`config.mk`:
```
export PLATFORM = sky130hd
export DESIGN_NAME = deserializer_flat
export DESIGN_NICKNAME = d
export VERILOG_FILES = /design/src/rtl/deserializer_if.sv /design/src/rtl/deserializer.sv /design/src/flat_wrapper.sv
export SDC_FILE = /design/constraint.sdc
export NUM_CORES = 1
export LEC_CHECK = 0
export BUFFER_PORTS_ARGS = -buffer_cell sky130_fd_sc_hd__clkbuf_2
export CAP_MARGIN = 5
export CORE_ASPECT_RATIO = 0.75
export CORE_MARGIN = 2
export CORE_UTILIZATION = 30
export DETAILED_ROUTE_END_ITERATION = 7
export PLACE_DENSITY_LB_ADDON = 0.25
export SLEW_MARGIN = 20
export SYNTH_ARGS = -nofsm -noshare
export SYNTH_HDL_FRONTEND = slang
export SYNTH_SLANG_ARGS = --single-unit
```
`constraint.sdc`:
```
create_clock -name clk -period 2.8 [get_ports clk]
set_input_delay 0.14 -clock clk [delete_from_list [all_inputs] [get_ports clk]]
set_output_delay 0.14 -clock clk [all_outputs]
set_load 0.05 [all_outputs]
```
`src/rtl/deserializer_if.sv`:
```
// deserializer_if
//  Groups the byte-source handshake and the serial output of the
//  deserializer into one bundle so the block and its neighbours are wired
//  with a single connection.
//  Signals:
//    oe     - output enable from the source side (1 = transmit, 0 = idle)
//    data   - parallel byte offered by the source
//    dr     - one-cycle data request strobe back to the source
//    txclk  - forwarded serial bit clock
//    tx     - serial data, MSB first
//  Modports:
//    master - byte source / serial sink side (drives oe and data)
//    slave  - the deserializer itself (drives dr, txclk and tx)
interface deserializer_if;
  logic       oe;
  logic [7:0] data;
  logic       dr;
  logic       txclk;
  logic       tx;

  modport master (
    output oe,
    output data,
    input  dr,
    input  txclk,
    input  tx
  );

  modport slave (
    input  oe,
    input  data,
    output dr,
    output txclk,
    output tx
  );
endinterface

```
`src/rtl/deserializer.sv`:
```
// deserializer
//  Byte-to-serial transmitter. Takes 8-bit words from an upstream source and
//  shifts them out MSB first on tx together with a forwarded bit clock txclk.
//  Each new byte is requested with a one-cycle dr strobe timed so that the
//  next MSB directly follows the previous LSB, giving a gapless stream.
//  Parameters:
//    CLK_DIV - clk cycles per serial bit; must be even and >= 2
//  Ports:
//    clk  - system clock, all logic on its rising edge
//    rst  - synchronous active-high reset, overrides every other input
//    bus  - deserializer_if.slave: oe/data in, dr/txclk/tx out (all registered)
module deserializer #(
  parameter int CLK_DIV = 16
) (
  input  logic          clk,
  input  logic          rst,
  deserializer_if.slave bus
);

  localparam int PW = (CLK_DIV > 2) ? $clog2(CLK_DIV) : 1;
  localparam logic [PW-1:0] PHASE_LAST = PW'(CLK_DIV - 1);
  localparam logic [PW-1:0] PHASE_HALF = PW'(CLK_DIV / 2);

  typedef enum logic [1:0] {
    IDLE,
    START,
    RUN
  } state_e;

  state_e        state_q;
  logic [PW-1:0] phase_q;
  logic [PW-1:0] phase_d;
  logic [2:0]    bitCnt_q;
  // Only the seven bits still to be sent are kept: the MSB leaves on tx in
  // the same edge that captures the byte.
  logic [6:0]    shReg_q;
  logic          tx_q;
  logic          txclk_q;
  logic          dr_q;

  // Phase counter look-ahead. txclk and dr are registered, so they are
  // decoded from the phase value the counter is about to take.
  always_comb begin
    phase_d = (phase_q == PHASE_LAST) ? '0 : phase_q + PW'(1);
  end

  // Main FSM. Reset and a low oe share one path: both return to IDLE with
  // every counter and output cleared, discarding any partial byte. A dr
  // cycle always ends in a capture, whether it is the START cycle or the
  // last phase of bit 7 in RUN, which is what makes the byte seam gapless.
  always_ff @(posedge clk) begin
    if (rst || !bus.oe) begin
      state_q  <= IDLE;
      phase_q  <= '0;
      bitCnt_q <= '0;
      shReg_q  <= '0;
      tx_q     <= 1'b0;
      txclk_q  <= 1'b0;
      dr_q     <= 1'b0;
    end else begin
      case (state_q)
        IDLE: begin
          state_q <= START;
          dr_q    <= 1'b1;
        end

        START, RUN: begin
          if (dr_q) begin
            // The source may change data on this same edge; the pre-edge
            // value is what lands here.
            state_q  <= RUN;
            shReg_q  <= bus.data[6:0];
            bitCnt_q <= '0;
            phase_q  <= '0;
            tx_q     <= bus.data[7];
            txclk_q  <= 1'b0;
            dr_q     <= 1'b0;
          end else begin
            phase_q <= phase_d;
            txclk_q <= (phase_d >= PHASE_HALF);
            // Raise dr for the final phase of bit 7 so the capture edge
            // coincides with the normal bit boundary.
            dr_q    <= (phase_d == PHASE_LAST) && (bitCnt_q == 3'd7);
            // tx only moves on the phase wrap, while txclk is low, so it is
            // stable around the txclk rising edge seen by the sink.
            if ((phase_q == PHASE_LAST) && (bitCnt_q != 3'd7)) begin
              bitCnt_q <= bitCnt_q + 3'd1;
              tx_q     <= shReg_q[6];
              shReg_q  <= {shReg_q[5:0], 1'b0};
            end
          end
        end

        default: begin
          state_q <= IDLE;
          dr_q    <= 1'b0;
        end
      endcase
    end
  end

  assign bus.dr    = dr_q;
  assign bus.txclk = txclk_q;
  assign bus.tx    = tx_q;

endmodule

```
`src/flat_wrapper.sv`:
```
// flat-port wrapper written by rule: the top's interface ports become plain ports
module deserializer_flat 
#(
  parameter int CLK_DIV = 16
)
  (clk, rst, bus_oe, bus_data, bus_dr, bus_txclk, bus_tx);
  deserializer_if bus_i ();
  input  logic clk;
  input  logic rst;
  input wire logic [$bits(bus_i.oe)-1:0] bus_oe;
  input wire logic [$bits(bus_i.data)-1:0] bus_data;
  output wire logic [$bits(bus_i.dr)-1:0] bus_dr;
  output wire logic [$bits(bus_i.txclk)-1:0] bus_txclk;
  output wire logic [$bits(bus_i.tx)-1:0] bus_tx;
  assign bus_i.oe = bus_oe;
  assign bus_i.data = bus_data;
  assign bus_dr = bus_i.dr;
  assign bus_txclk = bus_i.txclk;
  assign bus_tx = bus_i.tx;
  deserializer #(.CLK_DIV(CLK_DIV)) u_core (.clk(clk), .rst(rst), .bus(bus_i));
endmodule
```
### Yosys cells after proc, flatten, opt, wreduce, memory -nomap -nowiden

Cells that the tools add are included.

| operators by class | value |
|---|---|
| reductions and logical operators | 8 |
| $lt $le $gt $ge | 1 |
| eq/ne operators | 7 |
| mux-type cells | 13 |
| add/subtract/negate cells | 2 |

Operators by type and width:

| operator | number |
|---|---|
| 7-bit two-way mux | 2 |
| 4-bit equality test (second input constant) | 2 |
| 4-bit two-way mux | 2 |
| 3-bit two-way mux | 2 |
| 4-bit by 1-bit adder with 4-bit output (second input constant) | 1 |
| 4-bit >= comparator (second input constant) | 1 |
| 1-bit two-way mux | 4 |
| 2-bit one-hot mux with 2 select lines | 1 |
| 3-bit by 1-bit adder with 3-bit output (second input constant) | 1 |
| 3-bit equality test (second input constant) | 1 |
| 3-bit inequality test (second input constant) | 1 |
| 2-bit by 1-bit equality test with 1-bit output (second input constant) | 1 |
| 2-bit equality test (second input constant) | 1 |
| 1-bit logical AND | 2 |
| 2-bit zero test | 1 |
| 2-bit two-way mux | 1 |
| 2-bit by 1-bit inequality test with 1-bit output (second input constant) | 1 |
| 1-bit one-hot mux with 2 select lines | 1 |
| 2-bit AND reduction | 1 |
| 2-bit nonzero test | 1 |
| 2-bit OR reduction | 1 |
| 1-bit zero test | 1 |
| 1-bit logical OR | 1 |

| storage, ports and cells | value |
|---|---|
| register bits | 19 |
| word-level logic and storage cells | 38 |

### Logic depth before layout (Yosys ltp)

| depth | value |
|---|---|
| depth in word-level cells | 6 |
| mapped depth | 6 |

### Least setup slack after synthesis

OpenSTA, ideal clock, no wires.

| path | value |
|---|---|
| kind | register to register |
| start point | register u_core.bitCnt_q[0] |
| end point | register u_core.bitCnt_q[1] |
| period minus slack after synthesis | 1.510 ns |
| buffers on the path | 1 |
| library setup time | 0.117 ns |
| stages on the path, launching flop included | 7 |
| arrival | 1.393 ns |
| required time | 2.683 ns |
| slack | 1.290 ns |
| cells stage by stage | dfxtp_1 > ha_1 > ha_1 > and4b_1 > buf_6 > o21ai_4 > a32o_1 |

| on the way | value |
|---|---|
| word-level cells in the longest chain between the ends | 4 |
| elaborated cells between the ends (all ways) | 7 |
| those cells by class | add/sub: 1; eq/ne: 1; mux: 2; reduce/logical: 3 |

Ends and longest elaborated chain:

| element | RTL line | RTL |
|---|---|---|
| from (decl) | deserializer.sv:33 | `logic [2:0] bitCnt_q;` |
| from (signal assigned) | deserializer.sv:87 | `bitCnt_q <= bitCnt_q + 3'd1;` |
| parallel branches: the longest is 4 deep, another holds 3-bit by 1-bit adder with 3-bit output | n/a |  |

Parallel ways; which one is timed is not known. The select of a mux whose other input is x is not followed.
A chain may end at the register's enable or synchronous reset.

### Final worst setup path

| path | value |
|---|---|
| start point | register u_core.state_q[0] |
| end point | register u_core.shReg_q[2] |

| on the way | value |
|---|---|
| word-level cells in the longest chain between the ends | 3 |
| elaborated cells between the ends (all ways) | 4 |
| those cells by class | eq/ne: 2; reduce/logical: 2 |

Ends and longest elaborated chain:

| element | RTL line | RTL |
|---|---|---|
| from (decl) | deserializer.sv:30 | `state_e state_q;` |
| from (signal assigned) | deserializer.sv:53 | `state_q <= IDLE;` |
| from (signal assigned) | deserializer.sv:63 | `state_q <= START;` |
| from (signal assigned) | deserializer.sv:71 | `state_q <= RUN;` |
| 2-bit by 1-bit equality test with 1-bit output or 2-bit equality test (tied branches) | deserializer.sv:61 | `case (state_q)` |
| 2-bit OR reduction (*) | deserializer.sv:61 |  |
| 2-bit AND reduction (no line) (*) | n/a |  |
| to (signal assigned) | deserializer.sv:72 | `shReg_q <= bus.data[6:0];` |
| to (signal assigned) | deserializer.sv:89 | `shReg_q <= {shReg_q[5:0], 1'b0};` |
| to (decl) | deserializer.sv:36 | `logic [6:0] shReg_q;` |

Every way passes the cells marked *; elsewhere a longest branch is shown, timed or not.

==> out/qor_table.md <==
| Item | Reported | Unit |
| --- | --- | --- |
| Asr flop ratio synth | 0 | - |
| Resized cells post-CTS | 0 | - |
| Clock transition time at the flip-flop clock pins of the worst setup and hold paths | 0.07 | ns |
| Detail-routed net length per standard cell | 14.5 | um |
| Worst R2R Setup Slack | 0.99 | ns |
| Clock network latency to the later pin of the worst-skew pair | 0.26 | ns |
| Reported max-cap violation count | 0 | - |
| Antenna diode instance count | 0 | - |
| Distinct cell type count of the synthesized netlist | 37 | - |
| Ratio of cells with drive above 1 in the final layout | 0.184 | - |
| CP Launch Type | flip-flop | - |
| Hold Violations, Final | 0 | - |
| Clk root buf | sky130_fd_sc_hd__clkbuf_8 | - |
| Average via count per standard cell | 5.42 | - |
| RSZ-0062 raised after global routing | no | - |
| Slowest stage cell, crit path | sky130_fd_sc_hd__ha_1 | - |
| Maximum number of pins on one net before global-route repair | 17 | - |
| Floorplan row count | 18 | - |
| Boundary pin count | 14 | - |
| Initial antenna violation count | 0 | - |
| R2R Path Start | u_core.state_q[0] | - |
| Arrival @ worst endpoint | 1.98 | ns |
| Number of global-route vias before repair | 791 | - |
| CTS Buffer Depth | 2 | - |
| Final Skew | 0.00122 | ns |
| List of cells traversed by the critical path | inv_1, ha_1, nor2b_1, buf_4, nand3_1, a31oi_1 | - |
| Width of the die | 71.3 | um |
| Worst setup path startpoint | u_core.state_q[0] | - |
| TritonCTS clock tree | done | - |
| End of the worst register-to-register path | u_core.shReg_q[2] | - |
| Number of vias after detailed routing | 894 | - |
| Slew @ Worst Pin | 0.736 | ns |
| Category of the critical setup timing path | flip-flop to flip-flop | - |
| Worst Hold Class | input pin to flip-flop | - |
| Synth warn | 0 | - |
| Fraction of the yosys area taken by sequential cells | 0.373 | - |
| Fillers | 355 | - |
| Number of flops mapped to enable cells by yosys | 0 | - |
| Flip-flop and latch count after synthesis | 19 | - |
| Mapped Area | 1020 | sq um |
| Power Dens Cells | 460 | nW/um^2 |
| Cell count after synthesis | 115 | - |
| Endpoint kind of the worst setup timing path | flip-flop | - |
| Routability cong. | 0.741 | - |
| Commonest cells after routing, fill and taps aside | sky130_fd_sc_hd__dfxtp_1 (19), sky130_fd_sc_hd__nand3_1 (16), sky130_fd_sc_hd__clkbuf_2 (13), sky130_fd_sc_hd__a21oi_1 (10), sky130_fd_sc_hd__and3_1 (8) | - |
| Starting DRC count in detailed routing | 35 | - |
| Total congestion overflow | 0 | - |
| Top FF cell, synth | sky130_fd_sc_hd__dfxtp_1 | - |
| Top Family by Delay on Critical Path | adder cells | - |
| NumNets Final | 143 | - |
| Multi-input combinational cell area | 569 | sq um |
| Routed WL | 2.39 | mm |
| Detail Placement HPWL | 1.67 | mm |
| Floorplan die area | 3880 | sq um |
| Core region area | 3270 | sq um |
| Status | completed | - |
| Largest stage delay on the critical path | 0.56 | ns |
| Most common cell after layout, fill and taps aside | sky130_fd_sc_hd__dfxtp_1 | - |
| Critical path depth in cells | 6 | - |
| Post-Synthesis Net Count | 132 | - |
| Final-report max-slew violation count | 0 | - |
| Area taken by flip-flops and latches | 380 | sq um |
| Timing endpoint of the critical path | u_core.shReg_q[2] | - |
| Achievable frequency | 0.552 | GHz |
| Final period demand of the worst path | 1.81 | ns |
| Wire length of the first global-routing pass | 3.95 | mm |
| Peak supply drop | 175 | uV |
| Number of hold buffers added after cts | 0 | - |
| DRC violation count after routing | 0 | - |
| Syn_area_per_cell | 8.86 | sq um |
| Input/output buffers | 13 | - |
| CP bufs+invs | 2 | - |
| Lkg Pwr | 0.000458 | uW |
| Vert. Die Dim | 54.5 | um |
| Final setup TNS | 0 | ns |
| Number of detailed-routing iterations run before antenna repair | 4 | - |
| Number of buffers created by CTS | 3 | - |
| Critical path required time | 2.97 | ns |
| Number of H-tree levels | 1 | - |
| Clock tree sinks | 19 | - |
| Area Growth Syn to Fin | 11.9 | % |
| Total power | 524 | uW |
| GRT Util Overall | 0.132 | - |
| Number of routed nets with antenna violations | 0 | - |
| Worst max-slew margin expressed relative to the limit | 0.509 | - |
| Number of buffers added for setup after CTS | 0 | - |
| Initial standard-cell utilization of the core | 0.312 | - |
| Maximum fanout encountered on the critical timing path | 14 | - |
| Final period util | 0.647 | - |
| Register-to-Register Path Depth | 6 | - |
| Number of setup violations in the final report | 0 | - |
[logic make-up (layout without fill, tap and decap cells)]
logic type                 after synthesis  after routing  synth area share
AOI/OAI and AO/OA                       29             29             0.200
DFF                                     19             19             0.373
xor gates and xnor gates                 1              1           0.00860
and+or+nand+nor                         45             45             0.267
muxes                                    1              1           0.00983
buffers and inverters                   14             24            0.0676
adders and majority gates                6              6            0.0737
[layout make-up]
class | count | area share
Tap cell | 40 | 0.0439
Timing Repair Buffer | 14 | 0.0637
Sequential cell | 19 | 0.334
Multi-Input combinational cell | 82 | 0.499
Inverter | 6 | 0.0198
Clock buffer | 4 | 0.0395
[per-layer routing]
metal  routed length (um)  track usage  vias to the layer above
met4                   14       0.0283                        0
met3                   76       0.0331                        2
met1                 1290        0.192                      428
met5                    0            0                        -
li1                     -            -                      444
met2                 1000        0.196                       20
[cells in the mapped netlist (2+ instances only)]
library cell / count / share of area
sky130_fd_sc_hd__a31oi_1: 7 / 0.043
sky130_fd_sc_hd__o21ai_0: 2 / 0.0098
sky130_fd_sc_hd__inv_1: 5 / 0.018
sky130_fd_sc_hd__nor2b_1: 3 / 0.018
sky130_fd_sc_hd__nand3_1: 16 / 0.079
sky130_fd_sc_hd__ha_1: 6 / 0.074
sky130_fd_sc_hd__nand2_1: 4 / 0.015
sky130_fd_sc_hd__buf_2: 4 / 0.020
sky130_fd_sc_hd__dfxtp_1: 19 / 0.37
sky130_fd_sc_hd__a32o_1: 2 / 0.020
sky130_fd_sc_hd__clkbuf_1: 2 / 0.0074
sky130_fd_sc_hd__and3_1: 8 / 0.049
sky130_fd_sc_hd__nand2b_1: 2 / 0.012
sky130_fd_sc_hd__a21oi_1: 10 / 0.049
sky130_fd_sc_hd__nor2_1: 3 / 0.011
[sequential cells by signal, summed over array words and instances, names as in the netlist]
name,flops
u_core.bus.tx,1
u_core.bus.txclk,1
u_core.shReg_q,7
u_core.bus.dr,1
u_core.state_q,2
u_core.phase_q,4
u_core.bitCnt_q,3
[worst min path at each step]
stage | depth (start not counted) | endpoint | slack (ns) | from
2_1_floorplan | 3 | u_core.bus.dr | 0.34 | rst
4_1_cts | 4 | u_core.bus.dr | 0.25 | rst
3_5_place_dp | 2 | u_core.state_q[0] | 0.48 | u_core.state_q[0]
3_3_place_gp | 2 | u_core.state_q[0] | 0.46 | u_core.state_q[0]
5_1_grt | 4 | u_core.bus.dr | 0.26 | rst
6_report | 4 | u_core.bus.dr | 0.25 | rst
[stage by stage]
stage	hold WS, ns	setup WS (ns)	cells	instance area [sq um]	utilization
after CTS	0.249	0.969	165	1140	0.349
after floorplan	0.343	1.29	115	1020	-
after detailed placement	0.483	1.01	161	1090	0.335
after global routing	0.259	0.808	165	1140	0.349
after global placement	0.461	1.04	161	1090	0.335
final	0.249	0.988	165	1140	0.349
[power by group]
group	switching, uW	internal, uW	total, uW
Sequential	6.28	274	280
Combinational	34.8	17.8	52.6
Clock	89.9	101	191
Total	131	393	524
[worst register-to-register path: stages (launching register included)]
cell and delay (ns):
sky130_fd_sc_hd__dfxtp_1 0.37, sky130_fd_sc_hd__inv_1 0.06, sky130_fd_sc_hd__ha_1 0.56, sky130_fd_sc_hd__nor2b_1 0.27, sky130_fd_sc_hd__buf_4 0.22, sky130_fd_sc_hd__nand3_1 0.09
sky130_fd_sc_hd__a31oi_1 0.17
Note: power is estimated with default switching activity, not from simulation.
